File: src/rtl/disp_scan_ctrl_if.sv
// Bus between a number source and disp_scan_ctrl: display data/update handshake in,
// anode/segment drive and frame pulse out.
interface disp_scan_ctrl_if #(
  parameter int NUM_DIG = 8
);
  logic                   i_en;
  logic [4*NUM_DIG-1:0]   i_data;
  logic [NUM_DIG-1:0]     i_dp;
  logic                   i_upd;
  logic                   o_upd_ack;
  logic [NUM_DIG-1:0]     o_an;
  logic [7:0]             o_seg;
  logic                   o_frame_done;

  modport master (
    output i_en, i_data, i_dp, i_upd,
    input  o_upd_ack, o_an, o_seg, o_frame_done
  );

  modport slave (
    input  i_en, i_data, i_dp, i_upd,
    output o_upd_ack, o_an, o_seg, o_frame_done
  );
endinterface

File: src/rtl/disp_scan_ctrl.sv
// Time-multiplexed scan controller for a common-anode 7-segment display with frame-synchronous data latch.
// Optional leading-zero blanking is enabled by defining LEADING_ZERO_BLANK_EN.
module disp_scan_ctrl #(
  parameter int NUM_DIG  = 8,
  parameter int SCAN_CYC = 100000,
  parameter int GAP_CYC  = 16
) (
  input  logic               i_clk,
  input  logic               i_rst,
  disp_scan_ctrl_if.slave    bus
);

  localparam int MAX_CYC = (SCAN_CYC > GAP_CYC) ? SCAN_CYC : GAP_CYC;
  localparam int CNT_W   = $clog2(MAX_CYC);
  localparam int IDX_W   = $clog2(NUM_DIG);

  localparam logic [CNT_W-1:0]   SCAN_LAST = CNT_W'(SCAN_CYC - 1);
  localparam logic [CNT_W-1:0]   GAP_LAST  = CNT_W'(GAP_CYC - 1);
  localparam logic [CNT_W-1:0]   CNT_ONE   = CNT_W'(1);
  localparam logic [IDX_W-1:0]   IDX_LAST  = IDX_W'(NUM_DIG - 1);
  localparam logic [IDX_W-1:0]   IDX_ONE   = IDX_W'(1);
  localparam logic [NUM_DIG-1:0] AN_OFF    = {NUM_DIG{1'b1}};
  localparam logic [NUM_DIG-1:0] AN_ONE    = NUM_DIG'(1);

  typedef enum logic {
    ST_GAP  = 1'b0,
    ST_SHOW = 1'b1
  } state_t;

  function automatic logic [7:0] hex_to_seg(input logic [3:0] nib);
    logic [7:0] seg;
    case (nib)
      4'h0:    seg = 8'hC0;
      4'h1:    seg = 8'hF9;
      4'h2:    seg = 8'hA4;
      4'h3:    seg = 8'hB0;
      4'h4:    seg = 8'h99;
      4'h5:    seg = 8'h92;
      4'h6:    seg = 8'h82;
      4'h7:    seg = 8'hF8;
      4'h8:    seg = 8'h80;
      4'h9:    seg = 8'h90;
      4'hA:    seg = 8'h88;
      4'hB:    seg = 8'h83;
      4'hC:    seg = 8'hC6;
      4'hD:    seg = 8'hA1;
      4'hE:    seg = 8'h86;
      4'hF:    seg = 8'h8E;
      default: seg = 8'hFF;
    endcase
    return seg;
  endfunction

`ifdef LEADING_ZERO_BLANK_EN
  // A digit is blank when it and every higher digit is zero with no decimal point lit.
  function automatic logic lz_blank(input logic [4*NUM_DIG-1:0] d,
                                    input logic [NUM_DIG-1:0]   p,
                                    input logic [IDX_W-1:0]     idx);
    logic z;
    z = (idx != {IDX_W{1'b0}});
    for (int i = 0; i < NUM_DIG; i++) begin
      if ((i >= int'(idx)) && ((d[4*i +: 4] != 4'h0) || p[i])) begin
        z = 1'b0;
      end
    end
    return z;
  endfunction
`endif

  state_t               r_state;
  logic [CNT_W-1:0]     r_cnt;
  logic [IDX_W-1:0]     r_idx;
  logic                 r_primed;
  logic [4*NUM_DIG-1:0] r_data_sh;
  logic [NUM_DIG-1:0]   r_dp_sh;
  logic [NUM_DIG-1:0]   r_an;
  logic [7:0]           r_seg;
  logic                 r_frame_done;
  logic                 r_upd_ack;

  logic [3:0]           w_nib;
  logic [7:0]           w_seg_hex;
  logic [7:0]           w_seg_show;
  logic [IDX_W-1:0]     w_idx_next;

  // Segment pattern for the digit currently selected by the scan index.
  always_comb begin
    w_nib      = r_data_sh[4*r_idx +: 4];
    w_seg_hex  = hex_to_seg(w_nib);
    w_idx_next = (r_idx == IDX_LAST) ? {IDX_W{1'b0}} : (r_idx + IDX_ONE);
`ifdef LEADING_ZERO_BLANK_EN
    if (lz_blank(r_data_sh, r_dp_sh, r_idx)) begin
      w_seg_show = 8'hFF;
    end else begin
      w_seg_show = {~r_dp_sh[r_idx], w_seg_hex[6:0]};
    end
`else
    w_seg_show = {~r_dp_sh[r_idx], w_seg_hex[6:0]};
`endif
  end

  // Scan FSM with registered pin drive; the first gap after reset leads into digit 0 without advancing.
  always_ff @(posedge i_clk) begin
    if (!i_rst) begin
      r_state      <= ST_GAP;
      r_cnt        <= {CNT_W{1'b0}};
      r_idx        <= {IDX_W{1'b0}};
      r_primed     <= 1'b0;
      r_data_sh    <= {(4*NUM_DIG){1'b0}};
      r_dp_sh      <= {NUM_DIG{1'b0}};
      r_an         <= AN_OFF;
      r_seg        <= 8'hFF;
      r_frame_done <= 1'b0;
      r_upd_ack    <= 1'b0;
    end else if (!bus.i_en) begin
      r_an         <= AN_OFF;
      r_seg        <= 8'hFF;
      r_frame_done <= 1'b0;
      r_upd_ack    <= 1'b0;
    end else begin
      r_frame_done <= 1'b0;
      r_upd_ack    <= 1'b0;
      case (r_state)
        ST_SHOW: begin
          r_an  <= ~(AN_ONE << r_idx);
          r_seg <= w_seg_show;
          if (r_cnt == SCAN_LAST) begin
            r_cnt   <= {CNT_W{1'b0}};
            r_state <= ST_GAP;
          end else begin
            r_cnt <= r_cnt + CNT_ONE;
          end
        end
        ST_GAP: begin
          r_an  <= AN_OFF;
          r_seg <= 8'hFF;
          if (r_cnt == GAP_LAST) begin
            r_cnt   <= {CNT_W{1'b0}};
            r_state <= ST_SHOW;
            if (r_primed) begin
              r_idx <= w_idx_next;
              // Frame boundary: the only point where fresh display data may enter.
              if (r_idx == IDX_LAST) begin
                r_frame_done <= 1'b1;
                if (bus.i_upd) begin
                  r_upd_ack <= 1'b1;
                  r_data_sh <= bus.i_data;
                  r_dp_sh   <= bus.i_dp;
                end else begin
                  r_upd_ack <= 1'b0;
                end
              end else begin
                r_frame_done <= 1'b0;
              end
            end else begin
              r_primed <= 1'b1;
            end
          end else begin
            r_cnt <= r_cnt + CNT_ONE;
          end
        end
        default: begin
          r_state <= ST_GAP;
          r_cnt   <= {CNT_W{1'b0}};
          r_an    <= AN_OFF;
          r_seg   <= 8'hFF;
        end
      endcase
    end
  end

  assign bus.o_an         = r_an;
  assign bus.o_seg        = r_seg;
  assign bus.o_frame_done = r_frame_done;
  assign bus.o_upd_ack    = r_upd_ack;

endmodule

File: src/flat_wrapper.sv
// flat-port wrapper written by rule: the top's interface ports become plain ports
module disp_scan_ctrl_flat 
#(
  parameter int NUM_DIG  = 8,
  parameter int SCAN_CYC = 100000,
  parameter int GAP_CYC  = 16
)
  (i_clk, i_rst, bus_i_en, bus_i_data, bus_i_dp, bus_i_upd, bus_o_upd_ack, bus_o_an, bus_o_seg, bus_o_frame_done);
  disp_scan_ctrl_if #(.NUM_DIG(NUM_DIG)) bus_i ();
  input  logic i_clk;
  input  logic i_rst;
  input wire logic [$bits(bus_i.i_en)-1:0] bus_i_en;
  input wire logic [$bits(bus_i.i_data)-1:0] bus_i_data;
  input wire logic [$bits(bus_i.i_dp)-1:0] bus_i_dp;
  input wire logic [$bits(bus_i.i_upd)-1:0] bus_i_upd;
  output wire logic [$bits(bus_i.o_upd_ack)-1:0] bus_o_upd_ack;
  output wire logic [$bits(bus_i.o_an)-1:0] bus_o_an;
  output wire logic [$bits(bus_i.o_seg)-1:0] bus_o_seg;
  output wire logic [$bits(bus_i.o_frame_done)-1:0] bus_o_frame_done;
  assign bus_i.i_en = bus_i_en;
  assign bus_i.i_data = bus_i_data;
  assign bus_i.i_dp = bus_i_dp;
  assign bus_i.i_upd = bus_i_upd;
  assign bus_o_upd_ack = bus_i.o_upd_ack;
  assign bus_o_an = bus_i.o_an;
  assign bus_o_seg = bus_i.o_seg;
  assign bus_o_frame_done = bus_i.o_frame_done;
  disp_scan_ctrl #(.NUM_DIG(NUM_DIG), .SCAN_CYC(SCAN_CYC), .GAP_CYC(GAP_CYC)) u_core (.i_clk(i_clk), .i_rst(i_rst), .bus(bus_i));
endmodule
File: config.mk
export PLATFORM = sky130hd
export DESIGN_NAME = disp_scan_ctrl_flat
export DESIGN_NICKNAME = d
export VERILOG_FILES = /design/src/rtl/disp_scan_ctrl_if.sv /design/src/rtl/disp_scan_ctrl.sv /design/src/flat_wrapper.sv
export SDC_FILE = /design/constraint.sdc
export NUM_CORES = 1
export LEC_CHECK = 0
export ABC_CLOCK_PERIOD_IN_PS = 6400
export BUFFER_PORTS_ARGS = -buffer_cell sky130_fd_sc_hd__buf_2
export CAP_MARGIN = 0
export CORE_ASPECT_RATIO = 0.6
export CORE_MARGIN = 10
export CORE_UTILIZATION = 60
export DETAILED_ROUTE_END_ITERATION = 10
export PLACE_DENSITY = 0.84
export SYNTH_ARGS = -nofsm -noshare
export SYNTH_HDL_FRONTEND = slang
export SYNTH_SLANG_ARGS = --single-unit
File: constraint.sdc
create_clock -name i_clk -period 6.4 [get_ports i_clk]
set_input_delay 0.64 -clock i_clk [delete_from_list [all_inputs] [get_ports i_clk]]
set_output_delay 0.64 -clock i_clk [all_outputs]
set_load 0.01 [all_outputs]
; ---- Yosys cells after proc, flatten, opt, wreduce, memory -nomap -nowiden
; Memory sizes are Yosys's and may differ from the RTL's.
; Cells that the tools add are included.
[classes]
n_reduce_logical = 6
mul = 0
eq_ne = 3
n_addsub = 2
n_mux = 13
bitwise_logic = 8
n_lt_le_gt_ge = 1
n_shift = 2
n_div = 0
[op_table]
columns = op, n
row1 = $mux 17, 2
row2 = $pmux 17 s2, 1
row3 = $pmux 8 s2, 2
row4 = $shiftx 32x6->4, 1
row5 = $add 17x1->17 const B, 1
row6 = $eq 17x17->1 const B, 1
row7 = $eq 17x4->1 const B, 1
row8 = $not 8->8, 1
row9 = $shl 1x3->8 const A, 1
row10 = $not 1->1, 7
row11 = $reduce_and 6->1, 1
row12 = $reduce_or 6->1, 1
row13 = $mux 1, 5
row14 = $reduce_or 5->1, 1
row15 = $lt 3x4->1 const B, 1
row16 = $reduce_and 4->1, 1
row17 = $add 3x1->3 const B, 1
row18 = $bmux 1 s3, 1
row19 = $eq 3x3->1 const B, 1
row20 = $mux 3, 1
row21 = $reduce_and 3->1, 1
row22 = $pmux 1 s2, 1
row23 = $reduce_and 2->1, 1
[totals]
mem_count = 1
word_cells = 46
register_bits = 80
latch_bits = 0
output_inout_bits = 18
rom_bits = 112
mem_bits_rw = 0
[memory_table]
columns = memory, words, width, rd, rd_clocked_by_memory_dff, wr, line
row1 = (no name shown), 16, 7, 1, 0, 0, disp_scan_ctrl.sv:32  ; case (nib)

; ---- Logic depth before layout (Yosys ltp)
[logic_depth]
ltp_word = 4
ltp_mapped = 10
depth_no_buf = 8

; ---- Least setup slack after synthesis
; Ideal clock, no wire load.
[synth_timing]
path_type = register to register
start = register u_core.r_idx[1]
end = register u_core.r_seg[3] (netlist: u_core.bus.o_seg[3])
arrival_time_ps = 2100
path_stages_with_launch = 10
required_ps = 6262
setup_ps = 138
path_slack_ps = 4163
period_less_slack_ps = 2237
path_buffers = 1
cell_sequence = dfxtp_1 -> buf_2 -> mux4_2 -> nand2_1 -> and2_1 -> inv_1 -> ha_1 -> and3_1 -> a211oi_1 -> o21ai_0
[synth_between]
elab_chain_len = 3
[synth_rtl]
columns = item, line
row1 = start: declaration, disp_scan_ctrl.sv:72  ; logic [IDX_W-1:0] r_idx;
row2 = start signal: assignment, disp_scan_ctrl.sv:107  ; r_idx <= {IDX_W{1'b0}};
row3 = start signal: assignment, disp_scan_ctrl.sv:141  ; r_idx <= w_idx_next;
row4 = $shiftx 32x6->4, disp_scan_ctrl.sv:88  ; w_nib = r_data_sh[4*r_idx +: 4];
row5 = $mem_v2 16x7, -
row6 = $pmux 8 s2, disp_scan_ctrl.sv:123  ; case (r_state)
row7 = end signal: assignment, disp_scan_ctrl.sv:126  ; r_seg <= w_seg_show;
row8 = end: declaration, disp_scan_ctrl.sv:77  ; logic [7:0] r_seg;
; No other way between the ends.
; A chain may end at the register's enable or synchronous reset.

; ---- Final worst setup path
[layout_timing]
start = register u_core.r_idx[0]
end = register u_core.r_seg[0] (netlist: u_core.bus.o_seg[0])
; The elaborated chain is that of the path after synthesis.

==> results by group <==
Setup path
  – WS Path Type: reg -> reg
  – Crit path max-delay cell type: dfxtp_1
  – Startpoint Class: flip-flop
  – CP Cell Sequence: mux4_2, mux2i_1, nand3_1, o32ai_1, a41oi_1
  – CP bufs+invs: 0
  – Worst Path Arrival: 3100 ps
  – Slowest stage delay, CP: 760 ps
  – Worst Reg-to-Reg Cells: 5
  – Levels on crit path: 5
  – Crit path max-delay family: multiplexers
  – Endpoint type of the worst setup path: flip-flop
  – Max FO, Critical Path: 14
  – Req. time, crit path: 6600 ps

Logic synthesis
  – Syn_nets: 471
  – Sequential fraction of the synthesis area: 43.3%
  – Synth warn: 0
  – Synth Area per Inst: 8.90 µm²
  – EDFF count, synth: 0
  – Gate count after technology mapping: 415
  – Synthesis-stage register bit count: 80
  – Async SR Flop Fraction: 0%
  – Top_reg_cell synth: dfxtp_1
  – Synth unique cells: 45
  – Mapped cell area: 3690 µm²

Route
  – Antenna-violating nets left: 0
  – Initial drt markers: 228
  – Via-per-instance ratio: 5.45
  – DR DRC count: 0
  – Initial DRT Pass Iterations: 4
  – Final wirelength: 8510 µm
  – Drt wl/cell: 15.4 µm
  – Routed via count: 3018

Clock tree
  – Clock sink count: 80
  – Root Buffer: clkbuf_8
  – TritonCTS clock tree: built
  – CTS-repair resized insts: 0
  – Setup Fix Bufs, Post-CTS: 0
  – Reg clk slew, reported paths: 80 ps
  – Cts hold-fix bufs: 0
  – Bufs on Longest Clock Path: 2
  – Worst-skew pair later-pin latency: 350 ps
  – H-tree levels: 3
  – Clock buffer count from CTS: 9

Place
  – IO buf count: 61
  – Post-DP HPWL: 6200 µm
  – Placed inst area: 3990 µm²
  – Gp weighted congestion: 0.925
  – Post-Place Cells: 538

Timing
  – Final Hold Slack: 459 ps
  – Sum Neg Setup Slack: 0 ps
  – Relative slew slack: 41.6%
  – Tmin final: 2890 ps
  – Max Fclk: 345 MHz
  – Final worst path period share: 45.2%
  – Measured slew at the worst slew-check pin: 852 ps
  – Final Slew Violations: 0
  – RSZ-0062 raised after global routing: no
  – Setup violators final: 0
  – Clock skew: 9.68 ps
  – Final hold violations: 0

Floorplanning
  – Die H: 80.8 µm
  – Core area: 6030 µm²
  – Die width: 121 µm
  – Die ar.: 9800 µm²
  – Initial core utilization: 61.3%
  – Rows: 22
  – # IOs: 62

Finish
  – Post-layout util: 69.4%
  – # diodes: 0
  – Layout area overhead: 13.2%
  – Most common cell after layout, fill and taps aside: nand2_1
  – Post-route cell area: 4180 µm²
  – Layout cells sized above 1: 20.0%
  – Final net count: 521
  – Non-Filler Instances: 554
  – Most frequent cells in the layout: nand2_1 (112), dfxtp_1 (80), buf_2 (61)

Global route
  – Grt total ovfl: 0
  – Global-route wire length before repair: 14000 µm
  – Largest net degree at the start of global routing: 58
  – Initial antenna violation count: 0
  – Vias in the first global route: 2946
  – GRT Util Overall: 17.5%

Power and ir drop
  – VDD IR max: 0.168 mV
  – P per Cell Area: 213 nW/µm²
  – Static leakage: 1.54 nW

Min path
  – Worst Hold Depth: 2
  – Hold Crit Class: reg -> reg

Run
  – Maxcap violations: 0

Outcome
  – Status: complete, no violations
[cell families (layout without fill, tap and decap cells)]
family / Yosys count / after routing / share of synthesized area (%)
buf+inv: 35 / 90 / 4.77
compound gates: 66 / 66 / 13.3
fa+ha+maj: 12 / 12 / 4.06
mux: 19 / 19 / 7.96
xor+xnor: 13 / 13 / 3.08
flops: 80 / 80 / 43.3
simple gates: 190 / 190 / 23.4
[flip-flops by register name, summed over array words and instances (netlist names)]
signal,flops
u_core.r_data_sh,32
u_core.r_cnt,17
u_core.bus.o_an,8
u_core.bus.o_seg,8
u_core.r_dp_sh,8
u_core.r_idx,3
u_core.bus.o_frame_done,1
u_core.bus.o_upd_ack,1
u_core.r_primed,1
u_core.r_state,1
[final timing paths]
path | start | to | slack, ps
max | u_core.r_idx[0] | u_core.bus.o_seg[0] | 3510
max reg2reg | u_core.r_idx[0] | u_core.bus.o_seg[0] | 3510
min | u_core.r_data_sh[24] | u_core.r_data_sh[24] | 460
min reg2reg | u_core.r_data_sh[24] | u_core.r_data_sh[24] | 460
[cell usage after synthesis, types with 2 or more instances]
| master | number | area [µm²] |
|---|---|---|
| and3_1 | 7 | 43.8 |
| mux2_2 | 3 | 33.8 |
| nand4_1 | 4 | 25.0 |
| nand3_1 | 12 | 60.1 |
| a22oi_1 | 2 | 15.0 |
| o221ai_1 | 3 | 26.3 |
| mux2i_1 | 8 | 80.1 |
| mux4_2 | 8 | 180 |
| nor3_1 | 7 | 35.0 |
| xnor2_1 | 12 | 105 |
| clkbuf_1 | 15 | 56.3 |
| inv_1 | 11 | 41.3 |
| ha_1 | 12 | 150 |
| buf_2 | 3 | 15.0 |
| a21oi_1 | 3 | 15.0 |
| a21boi_1 | 19 | 143 |
| nor2b_1 | 6 | 37.5 |
| dfxtp_1 | 80 | 1600 |
| a21boi_0 | 26 | 195 |
| and2_1 | 11 | 68.8 |
| nor2_1 | 20 | 75.1 |
| buf_6 | 5 | 56.3 |
| and4_1 | 3 | 26.3 |
| nand2_1 | 112 | 420 |
| o21ai_0 | 3 | 15.0 |
[tightest hold or removal path, stage by stage (launching register included)]
cell and delay, ps:
dfxtp_1 320, nand2_1 50, a21boi_1 50
[power breakdown]
group	switching [W]	internal (W)	leakage, nW
registers	0.000000782	0.000498	0.645
clock network	0.000186	0.000180	0.0952
logic	0.0000121	0.0000148	0.797
[per-layer routing]
layer  routed length [µm]  track usage [%]  vias up
met5                    0                0        -
met4                   93             6.04        0
met3                  764             6.37        9
met2                 3370             23.9      119
met1                 4280             24.8     1390
li1                     -                -     1500
[cell type report]
type                    instances  area (µm²)
clock buffers                   9         124
clock inverters                 7        72.6
fillers                       505        1850
inverters                      11        41.3
multi-input cells             300        1920
flip-flops and latches         80        1600
well taps                      84         105
repair buffers                 63         320
[through the flow]
| stage | setup slack [ps] | power [W] |
|---|---|---|
| CTS | 3530 | 0.000898 |
| detailed placement | 3580 | 0.000537 |
| global placement | 3730 | 0.000536 |
| finish | 3510 | 0.000891 |
| floorplan | 4160 | 0.000522 |
| global route | 3300 | 0.000918 |
Note: power is estimated with default switching activity, not from simulation.
